<file path="config.mk">
export PLATFORM = sky130hd
export DESIGN_NAME = div_uint_multicycle_flat
export DESIGN_NICKNAME = d
export VERILOG_FILES = /design/src/rtl/div_uint_multicycle_pkg.sv /design/src/rtl/div_uint_multicycle_if.sv /design/src/rtl/div_uint_multicycle_cmp_sub_step.sv /design/src/rtl/div_uint_multicycle.sv /design/src/flat_wrapper.sv
export SDC_FILE = /design/constraint.sdc
export NUM_CORES = 1
export LEC_CHECK = 0
export BUFFER_PORTS_ARGS = -buffer_cell sky130_fd_sc_hd__buf_2
export CORE_MARGIN = 4
export CORE_UTILIZATION = 42
export CTS_BUF_LIST = sky130_fd_sc_hd__clkbuf_8 sky130_fd_sc_hd__clkbuf_16
export CTS_CLUSTER_SIZE = 14
export DETAILED_ROUTE_END_ITERATION = 10
export RECOVER_POWER = 100
export SLEW_MARGIN = 10
export SYNTH_ARGS = -nofsm -noshare
export SYNTH_HDL_FRONTEND = slang
export SYNTH_SLANG_ARGS = --single-unit
</file>
<file path="constraint.sdc">
create_clock -name aclk -period 5.5 [get_ports aclk]
set_input_delay 1.1 -clock aclk [delete_from_list [all_inputs] [get_ports aclk]]
set_output_delay 1.1 -clock aclk [all_outputs]
set_load 0.005 [all_outputs]
</file>
<file path="src/rtl/div_uint_multicycle_pkg.sv">
// Shared state encoding and sizing helpers for the multi-cycle unsigned divider.
package div_uint_multicycle_pkg;

  typedef enum logic [2:0] {
    ST_IDLE = 3'b001,
    ST_CALC = 3'b010,
    ST_DONE = 3'b100
  } div_state_e;

  // The shifted divisor must hold divisor << (DIVIDEND_W-1) without loss.
  function automatic int unsigned div_cmp_width(input int unsigned dividend_w,
                                                input int unsigned divisor_w);
    return dividend_w + divisor_w - 32'd1;
  endfunction

endpackage

</file>
<file path="src/rtl/div_uint_multicycle_if.sv">
// AXIS-style operand/result bundle for the divider.
// slave is the divider's view; master is the view of whoever feeds it and drains it.
interface div_uint_multicycle_if #(
  parameter int unsigned DIVIDEND_W = 16,
  parameter int unsigned DIVISOR_W  = 3,
  parameter int unsigned USER_W     = 1
);

  logic [DIVISOR_W+DIVIDEND_W-1:0] s_axis_data;
  logic [USER_W-1:0]               s_axis_user;
  logic                            s_axis_valid;
  logic                            s_axis_ready;
  logic [DIVISOR_W+DIVIDEND_W-1:0] m_axis_data;
  logic [USER_W-1:0]               m_axis_user;
  logic                            m_axis_div_zero;
  logic                            m_axis_valid;
  logic                            m_axis_ready;

  modport slave (
    input  s_axis_data, s_axis_user, s_axis_valid, m_axis_ready,
    output s_axis_ready, m_axis_data, m_axis_user, m_axis_div_zero, m_axis_valid
  );

  modport master (
    output s_axis_data, s_axis_user, s_axis_valid, m_axis_ready,
    input  s_axis_ready, m_axis_data, m_axis_user, m_axis_div_zero, m_axis_valid
  );

endinterface

</file>
<file path="src/rtl/div_uint_multicycle_cmp_sub_step.sv">
// One restoring-division step: conditional subtract of the aligned divisor.
module div_cmp_sub_step #(
  parameter int unsigned CMP_W = 18
) (
  input  logic [CMP_W-1:0] rem_i,
  input  logic [CMP_W-1:0] cmp_i,
  output logic             ge_o,
  output logic [CMP_W-1:0] rem_next_o,
  output logic             rem_next_is_zero_o
);

  // Subtract only when the aligned divisor fits; otherwise the remainder is restored.
  always_comb begin
    ge_o = (rem_i >= cmp_i);
    if (ge_o) begin
      rem_next_o = rem_i - cmp_i;
    end else begin
      rem_next_o = rem_i;
    end
    rem_next_is_zero_o = (rem_next_o == {CMP_W{1'b0}});
  end

endmodule

</file>
<file path="src/rtl/div_uint_multicycle.sv">
// Multi-cycle restoring unsigned divider: one quotient bit per enabled clock,
// early exit once the partial remainder is zero, divide-by-zero flagged.
module div_uint_multicycle
  import div_uint_multicycle_pkg::*;
#(
  parameter int unsigned DIVIDEND_W = 16,
  parameter int unsigned DIVISOR_W  = 3,
  parameter int unsigned USER_W     = 1,
  parameter int unsigned SIM_DELAY  = 1
) (
  input  logic                 aclk,
  input  logic                 aresetn,
  input  logic                 aclken,
  div_uint_multicycle_if.slave axis
);

  localparam int unsigned CMP_W = div_cmp_width(DIVIDEND_W, DIVISOR_W);
  localparam int unsigned K_W   = $clog2(DIVIDEND_W);

  // Reject configurations outside the supported range at elaboration.
  generate
    if ((DIVIDEND_W < 32'd2) || (DIVIDEND_W > 32'd32) || (DIVISOR_W < 32'd1) ||
        (DIVISOR_W > DIVIDEND_W) || (USER_W < 32'd1) || (SIM_DELAY > 32'd1000)) begin : g_bad_param
      $error("div_uint_multicycle: unsupported parameter combination");
    end
  endgenerate

  div_state_e             state_q;
  logic [K_W-1:0]         k_q;
  logic [CMP_W-1:0]       rem_q, rem_d;
  logic [CMP_W-1:0]       cmp_q, cmp_d;
  logic [DIVIDEND_W-1:0]  quo_q, quo_d;
  logic [USER_W-1:0]      user_q, user_d;
  logic                   dz_q, dz_d;

  logic                   ge_s;
  logic [CMP_W-1:0]       rem_next_s;
  logic                   rem_next_zero_s;
  logic                   accept_s;
  logic                   calc_en_s;
  logic                   last_step_s;
  logic [DIVISOR_W-1:0]   in_divisor_s;
  logic [DIVIDEND_W-1:0]  in_dividend_s;

  assign in_divisor_s  = axis.s_axis_data[DIVISOR_W+DIVIDEND_W-1:DIVIDEND_W];
  assign in_dividend_s = axis.s_axis_data[DIVIDEND_W-1:0];

  div_cmp_sub_step #(
    .CMP_W(CMP_W)
  ) u_step (
    .rem_i              (rem_q),
    .cmp_i              (cmp_q),
    .ge_o               (ge_s),
    .rem_next_o         (rem_next_s),
    .rem_next_is_zero_o (rem_next_zero_s)
  );

  assign accept_s    = aclken & axis.s_axis_valid & (state_q == ST_IDLE);
  assign calc_en_s   = aclken & (state_q == ST_CALC);
  // A zero divisor finishes in one cycle; otherwise stop on the last bit or a zero remainder.
  assign last_step_s = dz_q | (k_q == {K_W{1'b0}}) | rem_next_zero_s;

  // Control FSM and quotient bit index; everything holds while aclken is low.
  always_ff @(posedge aclk or negedge aresetn) begin
    if (!aresetn) begin
      state_q <= ST_IDLE;
      k_q     <= {K_W{1'b0}};
    end else if (aclken) begin
      case (state_q)
        ST_IDLE: begin
          if (axis.s_axis_valid) begin
            state_q <= ST_CALC;
            k_q     <= K_W'(DIVIDEND_W - 32'd1);
          end
        end
        ST_CALC: begin
          if (last_step_s) begin
            state_q <= ST_DONE;
          end else begin
            k_q <= k_q - K_W'(1);
          end
        end
        ST_DONE: begin
          if (axis.m_axis_ready) begin
            state_q <= ST_IDLE;
          end
        end
        default: begin
          state_q <= ST_IDLE;
        end
      endcase
    end
  end

  // Datapath next-state: load operands on accept, one restoring step per CALC cycle.
  always_comb begin
    rem_d  = rem_q;
    cmp_d  = cmp_q;
    quo_d  = quo_q;
    user_d = user_q;
    dz_d   = dz_q;
    if (accept_s) begin
      rem_d  = CMP_W'(in_dividend_s);
      cmp_d  = {in_divisor_s, {(DIVIDEND_W-1){1'b0}}};
      quo_d  = {DIVIDEND_W{1'b0}};
      user_d = axis.s_axis_user;
      dz_d   = (in_divisor_s == {DIVISOR_W{1'b0}});
    end else if (calc_en_s) begin
      if (dz_q) begin
        // rem_q still holds the dividend, so the remainder field returns its low bits.
        quo_d = {DIVIDEND_W{1'b1}};
      end else begin
        rem_d      = rem_next_s;
        quo_d[k_q] = ge_s;
        cmp_d      = {1'b0, cmp_q[CMP_W-1:1]};
      end
    end else begin
      quo_d = quo_q;
    end
  end

  // Datapath registers carry no reset: they are only observed while m_axis_valid is high.
  always_ff @(posedge aclk) begin
    rem_q  <= rem_d;
    cmp_q  <= cmp_d;
    quo_q  <= quo_d;
    user_q <= user_d;
    dz_q   <= dz_d;
  end

  assign axis.s_axis_ready    = aclken & (state_q == ST_IDLE);
  assign axis.m_axis_valid    = aclken & (state_q == ST_DONE);
  assign axis.m_axis_data     = {rem_q[DIVISOR_W-1:0], quo_q};
  assign axis.m_axis_user     = user_q;
  assign axis.m_axis_div_zero = dz_q;

endmodule

</file>
<file path="src/flat_wrapper.sv">
// flat-port wrapper written by rule: the top's interface ports become plain ports
module div_uint_multicycle_flat import div_uint_multicycle_pkg::*;
#(
  parameter int unsigned DIVIDEND_W = 16,
  parameter int unsigned DIVISOR_W  = 3,
  parameter int unsigned USER_W     = 1,
  parameter int unsigned SIM_DELAY  = 1
)
  (aclk, aresetn, aclken, axis_s_axis_data, axis_s_axis_user, axis_s_axis_valid, axis_m_axis_ready, axis_s_axis_ready, axis_m_axis_data, axis_m_axis_user, axis_m_axis_div_zero, axis_m_axis_valid);
  div_uint_multicycle_if #(.DIVIDEND_W(DIVIDEND_W), .DIVISOR_W(DIVISOR_W), .USER_W(USER_W)) axis_i ();
  input  logic aclk;
  input  logic aresetn;
  input  logic aclken;
  input wire logic [$bits(axis_i.s_axis_data)-1:0] axis_s_axis_data;
  input wire logic [$bits(axis_i.s_axis_user)-1:0] axis_s_axis_user;
  input wire logic [$bits(axis_i.s_axis_valid)-1:0] axis_s_axis_valid;
  input wire logic [$bits(axis_i.m_axis_ready)-1:0] axis_m_axis_ready;
  output wire logic [$bits(axis_i.s_axis_ready)-1:0] axis_s_axis_ready;
  output wire logic [$bits(axis_i.m_axis_data)-1:0] axis_m_axis_data;
  output wire logic [$bits(axis_i.m_axis_user)-1:0] axis_m_axis_user;
  output wire logic [$bits(axis_i.m_axis_div_zero)-1:0] axis_m_axis_div_zero;
  output wire logic [$bits(axis_i.m_axis_valid)-1:0] axis_m_axis_valid;
  assign axis_i.s_axis_data = axis_s_axis_data;
  assign axis_i.s_axis_user = axis_s_axis_user;
  assign axis_i.s_axis_valid = axis_s_axis_valid;
  assign axis_i.m_axis_ready = axis_m_axis_ready;
  assign axis_s_axis_ready = axis_i.s_axis_ready;
  assign axis_m_axis_data = axis_i.m_axis_data;
  assign axis_m_axis_user = axis_i.m_axis_user;
  assign axis_m_axis_div_zero = axis_i.m_axis_div_zero;
  assign axis_m_axis_valid = axis_i.m_axis_valid;
  div_uint_multicycle #(.DIVIDEND_W(DIVIDEND_W), .DIVISOR_W(DIVISOR_W), .USER_W(USER_W), .SIM_DELAY(SIM_DELAY)) u_core (.aclk(aclk), .aresetn(aresetn), .aclken(aclken), .axis(axis_i));
endmodule
</file>
==> qor.txt <==
status: complete, no violations
Lkg Pwr: 1.722 nW
Initial Util: 43.25%
Setup crit end kind: flip-flop
Hold Vio Cnt, Final: 0
gr usage total: 19.13%
hold_sp: u_core.cmp_q[14]$_SDFFE_PP0P_
syn nets: 537
Syn Area/Cell: 8.228 um2
vias per cell: 5.635
clock period minus worst slack: 4.318 ns
Top FF cell, synth: dfxtp_1
worst r2r src: u_core.rem_q[0]$_DFFE_PP_
die span in y: 105.8 um
CTS sink cnt: 61
clk_skew: 0.01335 ns
pwr/cell area: 457.5 nW/um2
post-DP HPWL: 7494 um
Max Cap Violations: 0
post-route ant nets: 0
initial antenna violation count: 0
cell area after synthesis: 4015 um2
# port buffers: 47
Hold WC Path Type: reg -> reg
CTS root buf: clkbuf_8
detailed-route DRC error count: 0
vias in the first global route: 3561
crit path DAT: 4.55 ns
Final period util: 78.51%
post-synthesis cell count: 488
Post-CTS Resized: 0
Final Non-Filler Cells: 657
post-synthesis sequential area ratio: 36.55%
Placed Instances: 641
Post-synth EDFFs: 21
most frequent cells in the layout: 61 x nor2_1, 57 x nand2_1, 41 x a21oi_1
Synth Warn #: 0
Seq cells post-synth: 61
DR WL/cell: 15.92 um
fmax: 231.6 MHz
R2R Setup Slk: 1.18 ns
Syn-to-layout area delta: 12.40%
Critical Path, Cell by Cell: inv_1 > ha_1 > inv_1 > fa_1 > a21o_1 > a311o_1 > o21ai_0 > nand2_1 > nor4_1 > a41oi_1 > a32o_1 > o31ai_1 > mux2_4
Worst VDD drop: 170.0 uV
hold-fix buffers at CTS: 0
Clock transition at path regs: 0.08 ns
vias: 3702
layout cell share with drive strength beyond 1: 11.55%
Final setup viols: 0
Die X: 105.8 um
Critical Path Source Type: flip-flop
Critical path origin: u_core.rem_q[0]$_DFFE_PP_
commonest non-fill, non-tap cell in the layout: nor2_1
Pre-antenna DRT Iters: 4
Slew @ Worst Pin: 1.391 ns
Antenna diodes: 0
Num CTS Buffers: 9
Post-Route Setup TNS: 0 ns
CTS HTree Levels: 3
max-slew violation count: 0
synth unique cells: 67
RSZ-0062 raised after global routing: no
die area: 11190 um2
worst setup path category: reg -> reg
Initial DRC Count: 169
CTS tree: built
CP max stage cell: o31ai_1
CP required: 5.73 ns
largest net degree at the start of global routing: 43
Max Root-Sink Buffers: 2
gp weighted congestion: 0.9055
Core Rows: 35
CP most frequent cell: inv_1
max_slew headroom: 7.293%
Clock Latency Late Sink: 0.35 ns
Setup Buffers After CTS: 0
core box area: 9284 um2
NumNets Final: 572
drt total wl: 10460 um
first-pass GRT wire length: 17440 um
crit path max fanout: 22
Largest stage delay, worst path: 0.52 ns
total congestion overflow: 0
I/O pins: 48
fraction of registers with async set/reset: 11.48%
## synth_stat cells, types with 6 or more instances
| cell type | count | area, um2 |
|---|---|---|
| o21ai_0 | 35 | 175.2 |
| clkbuf_1 | 17 | 63.81 |
| o31ai_1 | 17 | 127.6 |
| edfxtp_1 | 21 | 630.6 |
| buf_1 | 6 | 22.52 |
| nand2_1 | 57 | 214.0 |
| xnor2_1 | 6 | 52.55 |
| inv_1 | 27 | 101.4 |
| a31oi_1 | 21 | 131.4 |
| nor4_1 | 6 | 37.54 |
| ha_1 | 23 | 287.8 |
| a21oi_1 | 41 | 205.2 |
| dfxtp_1 | 33 | 660.6 |
| nor2_1 | 62 | 232.7 |
| a211oi_1 | 6 | 45.04 |
| nor3_1 | 9 | 45.04 |
| dfrtp_1 | 6 | 150.1 |
## state kept, by name, indices dropped and copies added, names as in the netlist
signal,cells
u_core.axis.m_axis_user,1
u_core.state_q,3
u_core.axis.m_axis_div_zero,1
u_core.rem_q,18
u_core.k_q,4
u_core.quo_q,16
u_core.cmp_q,18
## critical path, delay by kind of cell (launching register included)
family | cells | cell delay (ns)
AO/OA/AOI/OAI | 6 | 1.85
buffers and inverters | 2 | 0.13
adder cells (fa/ha/maj) | 2 | 0.55
flip-flops | 1 | 0.43
multiplexers | 1 | 0.35
AND/OR/NAND/NOR | 2 | 0.89
## cells by family (layout without fill, tap and decap cells)
logic type | Yosys count | count (layout) | share of synthesized area, %
AND/OR/NAND/NOR | 170 | 170 | 19.54
adder cells (fa/ha/maj) | 24 | 24 | 7.666
multiplexers | 5 | 5 | 1.402
flip-flops | 61 | 61 | 36.55
AO/OA/AOI/OAI | 162 | 162 | 26.99
buffers and inverters | 55 | 95 | 5.453
XOR/XNOR | 11 | 11 | 2.399
## layout make-up
type | count | area, um2
clock buffers | 11 | 173.9
clock inverters | 5 | 58.81
fillers | 949 | 4771
inverters | 28 | 105.1
multi-input cells | 372 | 2311
flip-flops and latches | 61 | 1468
well taps | 129 | 161.4
repair buffers | 51 | 235.2
## per-layer routing
metal,track usage (%),wire length (um),vias up
li1,-,-,1851
met1,26.64,4857,1757
met2,30.24,4995,83
met3,2.817,490,11
met4,6.753,114,0
met5,0,0,-
## through the flow
step                      power, mW  cell area [um2]  util, %  hold slack (ns)  worst slack [ns]
after floorplan               1.367             4015        -           0.4250             1.749
after global placement        1.611             4334    46.68           0.4374             1.615
after detailed placement      1.619             4334    46.68           0.4391             1.516
after CTS                     2.090             4567    49.19           0.4577             1.477
after global routing          2.216             4513    48.61           0.4779            0.8597
final                         2.065             4513    48.61           0.4506             1.182
## power breakdown
group	switching [mW]	total, mW	internal [mW]
Combinational	0.541	0.899	0.358
Sequential	0.0874	0.701	0.614
Clock	0.198	0.465	0.267
## worst paths after layout
path	to	cells after the start
setup reg to reg	u_core.k_q[1]$_DFFE_PN0P_	13
max in group asynchronous	u_core.state_q[0]$_DFFE_PN1P_	1
hold reg to reg	u_core.cmp_q[13]$_SDFFE_PP0P_	2
hold / removal	u_core.cmp_q[13]$_SDFFE_PP0P_	2
setup / recovery	u_core.k_q[1]$_DFFE_PN0P_	13
min in group asynchronous	u_core.state_q[2]$_DFFE_PN0P_	1
(Power assumes the default switching activity.)
